File: src/rtl/rgb565_video_framer.sv
// Frames an RGB565 pixel stream into AXI4-Stream RGB888 beats with tuser on the first
// pixel of a frame and tlast on the last pixel of each line; starts and stops on whole frames.
module rgb565_video_framer #(
    parameter int H_ACTIVE = 800,
    parameter int V_ACTIVE = 480
) (
    input  logic        i_clk,
    input  logic        i_rst,
    input  logic        i_enable,
    input  logic [15:0] i_data,
    input  logic        i_valid,
    output logic        o_ready,
    output logic [23:0] m_axis_tdata,
    output logic        m_axis_tvalid,
    input  logic        m_axis_tready,
    output logic        m_axis_tuser,
    output logic        m_axis_tlast,
    output logic        o_frame_done,
    output logic        o_busy
);

    localparam int XW = (H_ACTIVE > 1) ? $clog2(H_ACTIVE) : 1;
    localparam int YW = (V_ACTIVE > 1) ? $clog2(V_ACTIVE) : 1;
    localparam logic [XW-1:0] X_MAX = XW'(H_ACTIVE - 1);
    localparam logic [YW-1:0] Y_MAX = YW'(V_ACTIVE - 1);

    typedef enum logic [1:0] {
        IDLE   = 2'd0,
        ACTIVE = 2'd1,
        DRAIN  = 2'd2
    } state_t;

    // eof marks the beat whose transfer completes the frame
    typedef struct packed {
        logic [23:0] data;
        logic        user;
        logic        last;
        logic        eof;
    } beat_t;

    state_t          state, state_nxt;
    logic [XW-1:0]   x_cnt;
    logic [YW-1:0]   y_cnt;
    beat_t           beat_q, beat_nxt;
    logic            tvalid_q;
    logic            done_q;

    logic x_last, y_last, ready, accept, xfer, frame_end;

    function automatic logic [23:0] expand(input logic [15:0] d);
        return {d[15:11], 3'b000, d[10:5], 2'b00, d[4:0], 3'b000};
    endfunction

    assign x_last    = (x_cnt == X_MAX);
    assign y_last    = (y_cnt == Y_MAX);
    assign ready     = (state == ACTIVE) && (!tvalid_q || m_axis_tready);
    assign accept    = i_valid && ready;
    assign xfer      = tvalid_q && m_axis_tready;
    assign frame_end = accept && x_last && y_last;

    always_ff @(posedge i_clk) begin
        if (i_rst) state <= IDLE;
        else       state <= state_nxt;
    end

    always_comb begin
        state_nxt = state;
        case (state)
            IDLE:    if (i_enable) state_nxt = ACTIVE;
            ACTIVE:  if (frame_end && !i_enable) state_nxt = DRAIN;
            DRAIN:   if (xfer) state_nxt = IDLE;
            default: state_nxt = IDLE;
        endcase
    end

    always_ff @(posedge i_clk) begin
        if (i_rst || state == IDLE) begin
            x_cnt <= '0;
            y_cnt <= '0;
        end else if (accept) begin
            if (x_last) begin
                x_cnt <= '0;
                y_cnt <= y_last ? '0 : y_cnt + YW'(1);
            end else begin
                x_cnt <= x_cnt + XW'(1);
            end
        end
    end

    always_comb begin
        beat_nxt.data = expand(i_data);
        beat_nxt.user = (x_cnt == '0) && (y_cnt == '0);
        beat_nxt.last = x_last;
        beat_nxt.eof  = x_last && y_last;
    end

    // A beat leaving and a pixel arriving in the same cycle keeps tvalid high
    always_ff @(posedge i_clk) begin
        if (i_rst) begin
            beat_q   <= '0;
            tvalid_q <= 1'b0;
        end else if (accept) begin
            beat_q   <= beat_nxt;
            tvalid_q <= 1'b1;
        end else if (xfer) begin
            tvalid_q <= 1'b0;
        end
    end

    always_ff @(posedge i_clk) begin
        if (i_rst) done_q <= 1'b0;
        else       done_q <= xfer && beat_q.eof;
    end

    assign o_ready       = ready;
    assign m_axis_tdata  = beat_q.data;
    assign m_axis_tuser  = beat_q.user;
    assign m_axis_tlast  = beat_q.last;
    assign m_axis_tvalid = tvalid_q;
    assign o_frame_done  = done_q;
    assign o_busy        = (state != IDLE);

endmodule
File: config.mk
export PLATFORM = sky130hd
export DESIGN_NAME = rgb565_video_framer
export DESIGN_NICKNAME = d
export VERILOG_FILES = /design/src/rtl/rgb565_video_framer.sv
export SDC_FILE = /design/constraint.sdc
export NUM_CORES = 1
export LEC_CHECK = 0
export CAP_MARGIN = 20
export CORE_ASPECT_RATIO = 1.4
export CORE_UTILIZATION = 45
export DETAILED_ROUTE_END_ITERATION = 10
export GPL_ROUTABILITY_DRIVEN = 0
export GPL_TIMING_DRIVEN = 0
export PLACE_DENSITY = 0.74
export SLEW_MARGIN = 20
export SYNTH_ARGS = -nofsm -noshare
export SYNTH_HDL_FRONTEND = slang
export SYNTH_SLANG_ARGS = --single-unit
File: constraint.sdc
create_clock -name i_clk -period 2.6 [get_ports i_clk]
set_clock_uncertainty 0.2 [all_clocks]
set_input_delay 0.52 -clock i_clk [delete_from_list [all_inputs] [get_ports i_clk]]
set_output_delay 0.52 -clock i_clk [all_outputs]
set_load 0.005 [all_outputs]
# Word-level counts from Yosys, hierarchy flattened
# Index checks and enable logic that the tools add are counted.
[classes]
div_mod_pow = 0
muxes = 8
n_shift = 0
bitwise_logic = 0
n_eq_ne = 7
n_mul = 0
reduce_logical = 20
add_sub_neg = 2
order_cmp = 0
[ops]
columns = ["operator", "count"]
rows = [
  ["$add A10 B1 Y10 const B", 1],
  ["$eq A10 B10 Y1 const B", 1],
  ["$logic_not A10 Y1", 1],
  ["$mux W10", 1],
  ["$add A9 B1 Y9 const B", 1],
  ["$eq A9 B9 Y1 const B", 1],
  ["$logic_and A1 B1 Y1", 9],
  ["$logic_not A9 Y1", 1],
  ["$mux W9", 1],
  ["$mux W2", 3],
  ["$pmux W2 S3", 1],
  ["$ne A2 B2 Y1 const B", 2],
  ["$reduce_bool A2 Y1", 2],
  ["$reduce_and A3 Y1", 1],
  ["$eq A2 B1 Y1 const B", 1],
  ["$eq A2 B2 Y1 const B", 1],
  ["$logic_not A1 Y1", 2],
  ["$logic_not A2 Y1", 1],
  ["$logic_or A1 B1 Y1", 2],
  ["$mux W1", 2],
  ["$ne A2 B1 Y1 const B", 1],
  ["$reduce_and A2 Y1", 1],
]
[word_totals]
word_cells = 46
latchBits = 0
mem_count = 0
ramBits = 0
output_inout_bits = 30
register_bits = 42
romBits = 0

# Longest topological paths before layout
# Gate-level depths: netlist of run 1.
[depth]
depth_word = 9
mapped_depth = 6
ltp_nobuf = 6

# Least setup slack after synthesis of run 1
# No wires, ideal clock.
[synth_timing]
path_kind = "register -> register"
start = "reg x_cnt[0]"
end = "reg y_cnt[8]"
t_required_ns = 2.279
path_slack_ns = 0.524
t_arrival_ns = 1.755
setup_time_ns = 0.121
path_buffers = 1
path_stages_with_launch = 7
period_less_slack_ns = 2.076
cell_sequence = "dfxtp_1 -> ha_1 -> nand4_1 -> or3_1 -> buf_2 -> nor4_1 -> mux2_2"
[synth_between]
elab_chain_cells = 2
[synth_rtl]
columns = ["item", "line_no", "rtl"]
rows = [
  ["from (decl)", "42", "logic [XW-1:0] x_cnt;"],
  ["from (signal assigned)", "85", "x_cnt <= x_cnt + XW'(1);"],
  ["$eq A10 B10 Y1", "54", "assign x_last = (x_cnt == X_MAX);"],
  ["$reduce_and A2 Y1 (no source line)", "n/a", ""],
  ["to (signal assigned)", "83", "y_cnt <= y_last ? '0 : y_cnt + YW'(1);"],
  ["to (decl)", "43", "logic [YW-1:0] y_cnt;"],
]
# No other way between the ends.
# A chain may end at the register's enable or synchronous reset.

# Worst setup path after layout of run 1
[layout_timing]
start = "in i_valid"
end = "reg y_cnt[8]"
[layout_between]
elab_chain_cells = 2
[layout_rtl]
columns = ["item", "line_no", "rtl"]
rows = [
  ["from (decl)", "11", "input logic i_valid,"],
  ["$logic_and A1 B1 Y1", "57", "assign accept = i_valid && ready;"],
  ["$reduce_and A2 Y1 (no source line)", "n/a", ""],
]
# No other way between the ends.

==> flow_summary.ini, run 1 <==
[worst_setup_path]
crit_chain = clkdlybuf4s50_1, nand4_1, or3_1, buf_2, nor4_1, mux2_2
start_kind = primary input
critPathMaxFanout = 9
worst_ep_required_time_ps = 2590
arrival_ps = 2400
crit_path_max_incr_delay_ps = 580
slowest_stage = clkdlybuf4s50_1
reg2reg_depth = 6
crit_path_end_kind = flop
path_class = primary input to flop

[clocking]
clkLatencyLatePin_ps = 290
cts_tree = built
cts_max_level = 2
root_buffer = clkbuf_8
cts_sinks = 42
clk_pin_slew_ps = 70
cts_buffers = 5
clock_path_buffers = 2

[timing]
slew_headroom = 0.4654
hold_viol = 0
slew_viol_final = 0
tightest_slew_ps = 800.2
finalSetupTns_ps = 0
fmax_mhz = 415.6
grt_setup_unrepaired = false
layout_min_cycle_time_ps = 2406
final.period_utilization = 0.9255
setup_viol = 0

[global_routing]
grt_pass1_vias = 1679
gr-usage-met1 = 0.2209
grt_max_degree = 13
use_met2 = 0.3607
grt_pass1_wl_um = 7424
grt.total_usage = 0.2024
grt_overflow_total = 0
grt_util_met3 = 0.04829
top_usage_layer = met2
antenna_found_initial = 0

[drt]
drt_pass1_iterations = 4
viasPerCell = 5.074
vias = 1908
drt_wl_total_um = 4381
drtIter0Drc = 84
drcViolationCount = 0
wire_per_inst_um = 11.65
ant_nets = 0

[power]
p_comb_frac = 0.126
fin_total_pwr_mw = 1.216
power.internal_uw = 929.6
p_sw_uw = 286.9
seqPwrFrac = 0.549
peakVddDrop_uv = 281.2
leakagePower_nw = 0.9688
clkPwrFrac = 0.325
p_sw_frac = 0.2358
p_per_area_mw_per_mm2 = 454.9

[floorplanning]
die_x_um = 59.30
rows = 28
die_area_mm2 = 0.004875
io_pins = 51
die_y_um = 82.22
core-area_mm2 = 0.004309
initial_core_util = 0.4800

[synthesis]
ys_top_cells_by_area = dfxtp_1 (41%), buf_4 (8.7%), nand2_1 (8.2%), a21oi_1 (7.3%), nand4_1 (3.3%)
ys.flop_type = dfxtp_1
synth_area_mm2 = 0.002068
syn_avg_cell_area_um2 = 7.955
ys_warn_count = 0
yosysSeqAreaShare = 0.4065
synth_async_sr_flop_share = 0
synth_top_area_cell = dfxtp_1
synth_seq_cells = 42
synth_top_area_frac = 0.4065
synth_edf_count = 0
synthCells = 260
synth_cell_types = 36

[final_layout]
drive_above_1_share = 0.1329
antenna_cells = 0
layout-area-overhead-vs-synth_pct = 29.28
nets = 341
fill_cells = 418
fin_area_mm2 = 0.002674
final_core_util = 0.6205

[job]
drv_cap = 0

[place]
dp_hpwl_um = 3184
io_buffers = 42
place_area_mm2 = 0.002590

[hold_path]
min_path_cells = 2
hp-class = flop to flop

[outcome]
outcome = finished clean
timing repair:
item | CTS | global route
endpoints found under the setup margin | 0 | 1
setup buffers | 0 | 0
gates resized for setup | 0 | 2
hold buffers | 0 | 0
state kept, by name, indices dropped and copies added, names as in the netlist:
register and cells:
m_axis_tuser 1, m_axis_tdata 16, state 2, y_cnt 9
beat_q 1, x_cnt 10, m_axis_tlast 1, o_frame_done 1
m_axis_tvalid 1
cell families (layout without fill, tap and decap cells):
| group | after synthesis | in the layout | synth area share |
|---|---|---|---|
| and+or+nand+nor | 109 | 109 | 0.2692 |
| muxes | 1 | 1 | 0.005444 |
| buffers and inverters | 45 | 94 | 0.1270 |
| other | 1 | 8 | 0.001813 |
| xor gates and xnor gates | 4 | 4 | 0.01694 |
| DFF | 42 | 42 | 0.4065 |
| AOI/OAI and AO/OA | 54 | 54 | 0.1488 |
| adders and majority gates | 4 | 4 | 0.02420 |
path summary, 6_finish.rpt:
path              slack [ps]                        end                       from
hold reg to reg          250  m_axis_tuser$_SDFFE_PP0N_  m_axis_tuser$_SDFFE_PP0N_
setup / recovery         190      y_cnt[8]$_SDFFE_PP0N_                    i_valid
setup reg to reg         380      y_cnt[8]$_SDFFE_PP0N_      x_cnt[0]$_SDFFE_PP0N_
hold / removal           250  m_axis_tuser$_SDFFE_PP0N_  m_axis_tuser$_SDFFE_PP0N_
power by group through the flow:
stage	registers, mW	clock network [mW]	logic (mW)
finish	0.668	0.396	0.153
global route	0.670	0.436	0.170
CTS	0.668	0.413	0.154
detailed placement	0.683	0	0.153
global placement	0.683	0	0.153
floorplan	0.681	0	0.0771
layer usage:
metal,vias to the layer above,share of wire
met4,0,0.013
met3,6,0.068
met1,870,0.42
met5,-,0
met2,49,0.50
li1,983,-
area by class of cell:
class	count	area, um2	area share
Buffer	36	229.0	0.08563
Sequential cell	42	840.8	0.3145
Timing Repair Buffer	42	422.9	0.1582
Multi-Input combinational cell	180	993.5	0.3715
Clock inverter	2	10.01	0.003744
Inverter	9	33.78	0.01263
Clock buffer	5	68.82	0.02574
Tap cell	60	75.07	0.02808
worst max-delay path: cells and delay by family:
family | cells | cell delay (ps)
simple gates | 3 | 740
buf+inv | 2 | 760
mux | 1 | 360
cells in the mapped netlist (5+ instances only):
master and number:
o21ai_0 11, nor3_1 5, or3_1 8, nor2_1 11
or4_1 6, nand3_1 6, a21oi_1 30, nand2_1 45
clkbuf_1 8, inv_1 9, nand4_1 11, buf_4 24
dfxtp_1 42
metrics by stage:
step,hold slack (ps),worst slack (ps),cells
floorplan,232.2,524.0,267
global placement,240.4,-107.7,369
detailed placement,245.7,-103.4,369
CTS,254.9,28.25,376
global route,282.5,101.9,376
finish,251.5,193.8,376
cell usage in the layout (no fill, tap or decap), types with 8 or more instances in the layout:
master,n
conb_1,8
nand4_1,11
buf_4,24
o21ai_0,11
clkbuf_1,8
nor2_1,11
dfxtp_1,42
or3_1,8
a21oi_1,30
inv_1,9
clkdlybuf4s50_1,41
nand2_1,45
Power figures use the tool's default switching activity.
==> run 2: changes to the inputs <==
--- a/config.mk
+++ b/config.mk
@@ -7,11 +7,12 @@
 export LEC_CHECK = 0
 export CAP_MARGIN = 20
 export CORE_ASPECT_RATIO = 1.4
-export CORE_UTILIZATION = 45
+export CORE_UTILIZATION = 49
 export DETAILED_ROUTE_END_ITERATION = 10
 export GPL_ROUTABILITY_DRIVEN = 0
 export GPL_TIMING_DRIVEN = 0
-export PLACE_DENSITY = 0.74
+export PLACE_DENSITY = 0.79
+export RECOVER_POWER = 25
 export SLEW_MARGIN = 20
 export SYNTH_ARGS = -nofsm -noshare
 export SYNTH_HDL_FRONTEND = slang
==> run 2 against run 1 <==
Net effect:
- the flow now finishes with violations (design-rule violations)
- sequential share of layout area is 0.12 points lower
- routed wire length increased by 3.9%
- critical path depth shrank 2
- cell area up 0.37%
- first-iteration DRC count is 3.6% higher
- register-to-register slack hardly changed
- final cell count shrank 4.5%
- clock power increased by 32%
- combinational power about the same
- core utilization up 5.3 points
- die area is 7.9% lower
- fmax fell by 5.4%
==> flow_summary.ini, run 2 (synthesized netlist as in run 1, its figures left out) <==
[place]
io_buffers = 42
place_area_mm2 = 0.002569
place_inst = 352
dp_hpwl_um = 3260

[clocking]
cts_tree = built
cts_max_level = 2
clk_pin_slew_ps = 70
clkLatencyLatePin_ps = 290
postCtsSetupBuffers = 0
clock_path_buffers = 2
cts_sinks = 42
cts_buffers = 5
root_buffer = clkbuf_8

[drt]
wire_per_inst_um = 12.67
drt_wl_total_um = 4550
drcViolationCount = 12
ant_nets = 0
vias = 1937
viasPerCell = 5.396
drtIter0Drc = 87
drt_pass1_iterations = 7

[power]
peakVddDrop_uv = 370.6
leakagePower_nw = 1.019
fin_total_pwr_mw = 1.342
p_per_area_mw_per_mm2 = 500.0

[worst_setup_path]
r2r-start = x_cnt[0]$_SDFFE_PP0N_
path_class = primary input to output pin
crit_top_cell = clkdlybuf4s50_1
slowest_stage = clkdlybuf4s50_1
arrival_ps = 1820
reg2reg_depth = 6
crit_path_max_incr_delay_ps = 530
crit_chain = clkdlybuf4s50_1, nor2b_2, nor2_1, clkdlybuf4s50_1
r2r_slack_ps = 380
start_kind = primary input
worst_ep_required_time_ps = 1880
critPathMaxFanout = 6
crit_path_end_kind = output pin
r2r-end = y_cnt[8]$_SDFFE_PP0N_

[floorplanning]
die_y_um = 78.87
core-area_mm2 = 0.003986
initial_core_util = 0.5188
rows = 27
die_x_um = 56.91
io_pins = 51
die_area_mm2 = 0.004488

[timing]
tightest_slew_ps = 774.4
final.period_utilization = 0.9778
hold_viol = 0
layout_min_cycle_time_ps = 2542
slew_headroom = 0.4827
grt_setup_unrepaired = false
fmax_mhz = 393.3
setup_viol = 0
slew_viol_final = 0
finalSetupTns_ps = 0

[final_layout]
fin_area_mm2 = 0.002684
layout_commonest_cell = nand2_1
fill_cells = 337
largest_reg_flops = 16
final_cells = 359
final_cell_mix = nand2_1 (45), dfxtp_1 (42), a21oi_1 (30), clkdlybuf4s50_1 (27), buf_4 (24)
layout-area-overhead-vs-synth_pct = 29.76
drive_above_1_share = 0.1329
antenna_cells = 0
nets = 341

[global_routing]
grt_pass1_wl_um = 7679
grt_max_degree = 13
grt_pass1_vias = 1709
antenna_found_initial = 0
grt_overflow_total = 0
grt.total_usage = 0.2143

[hold_path]
min_path_cells = 2
hp-class = flop to flop
min_from = m_axis_tuser$_SDFFE_PP0N_
min_to = m_axis_tuser$_SDFFE_PP0N_

[job]
drv_cap = 0

[outcome]
violations = design-rule violations
outcome = finished, violations left
run 2: worst max path at each step:
| stage | depth (start not counted) | slack [ps] | to | from |
|---|---|---|---|---|
| CTS | 4 | 10 | o_ready | m_axis_tready |
| detailed placement | 6 | -90 | y_cnt[8]$_SDFFE_PP0N_ | i_valid |
| finish | 4 | 60 | o_ready | m_axis_tready |
| global placement | 6 | -110 | y_cnt[8]$_SDFFE_PP0N_ | i_valid |
| global route | 4 | 30 | o_ready | m_axis_tready |
| floorplan | 6 | 520 | y_cnt[8]$_SDFFE_PP0N_ | x_cnt[0]$_SDFFE_PP0N_ |
run 2: power by group:
group          total (mW)  switching [mW]  internal [mW]
logic               0.151          0.0623         0.0885
clock network       0.523           0.216          0.307
registers           0.668          0.0103          0.658
run 2: final cells by class:
cell class / instances / area, um2 / area share
Clock inverter: 1 / 30.03 / 0.01119
Buffer: 36 / 229.0 / 0.08531
Inverter: 9 / 33.78 / 0.01259
Clock buffer: 6 / 82.58 / 0.03077
Timing Repair Buffer: 42 / 420.4 / 0.1566
Tap cell: 43 / 53.80 / 0.02005
Sequential cell: 42 / 840.8 / 0.3133
Multi-Input combinational cell: 180 / 993.5 / 0.3702
run 2: per-stage QoR:
step                setup slack, ps  hold WS [ps]    util
global route                  27.02         269.6  0.6733
finish                        57.62         250.1  0.6733
floorplan                     524.0         232.2       -
CTS                           12.40         254.4  0.6726
global placement             -105.4         239.7  0.6444
detailed placement           -90.36         245.3  0.6444
run 2: worst max-delay path: cells and delay by family:
kind	cells	cell delay [ps]
and+or+nand+nor	2	240
buffers and inverters	2	1050
run 2: what timing repair did:
item	in CTS	in global routing
hold buffers	0	0
endpoints found under the hold margin	0	0
endpoints found under the setup margin	0	1
resized for setup	0	1
run 2: layer usage:
metal	GRT usage	part of all wire	vias up
met4	0.06341	0.011	0
met3	0.05212	0.051	6
li1	-	-	984
met2	0.3753	0.50	51
met1	0.2564	0.43	896
met5	0	0	-
==> run 3: changes to the inputs <==
--- a/config.mk
+++ b/config.mk
@@ -5,7 +5,6 @@
 export SDC_FILE = /design/constraint.sdc
 export NUM_CORES = 1
 export LEC_CHECK = 0
-export CAP_MARGIN = 20
 export CORE_ASPECT_RATIO = 1.4
 export CORE_UTILIZATION = 49
 export DETAILED_ROUTE_END_ITERATION = 10
@@ -17,3 +16,4 @@
 export SYNTH_ARGS = -nofsm -noshare
 export SYNTH_HDL_FRONTEND = slang
 export SYNTH_SLANG_ARGS = --single-unit
+export TNS_END_PERCENT = 50
==> results of run 3 <==
Same layout as run 2: the final DEF is identical, and so are final timing and power.
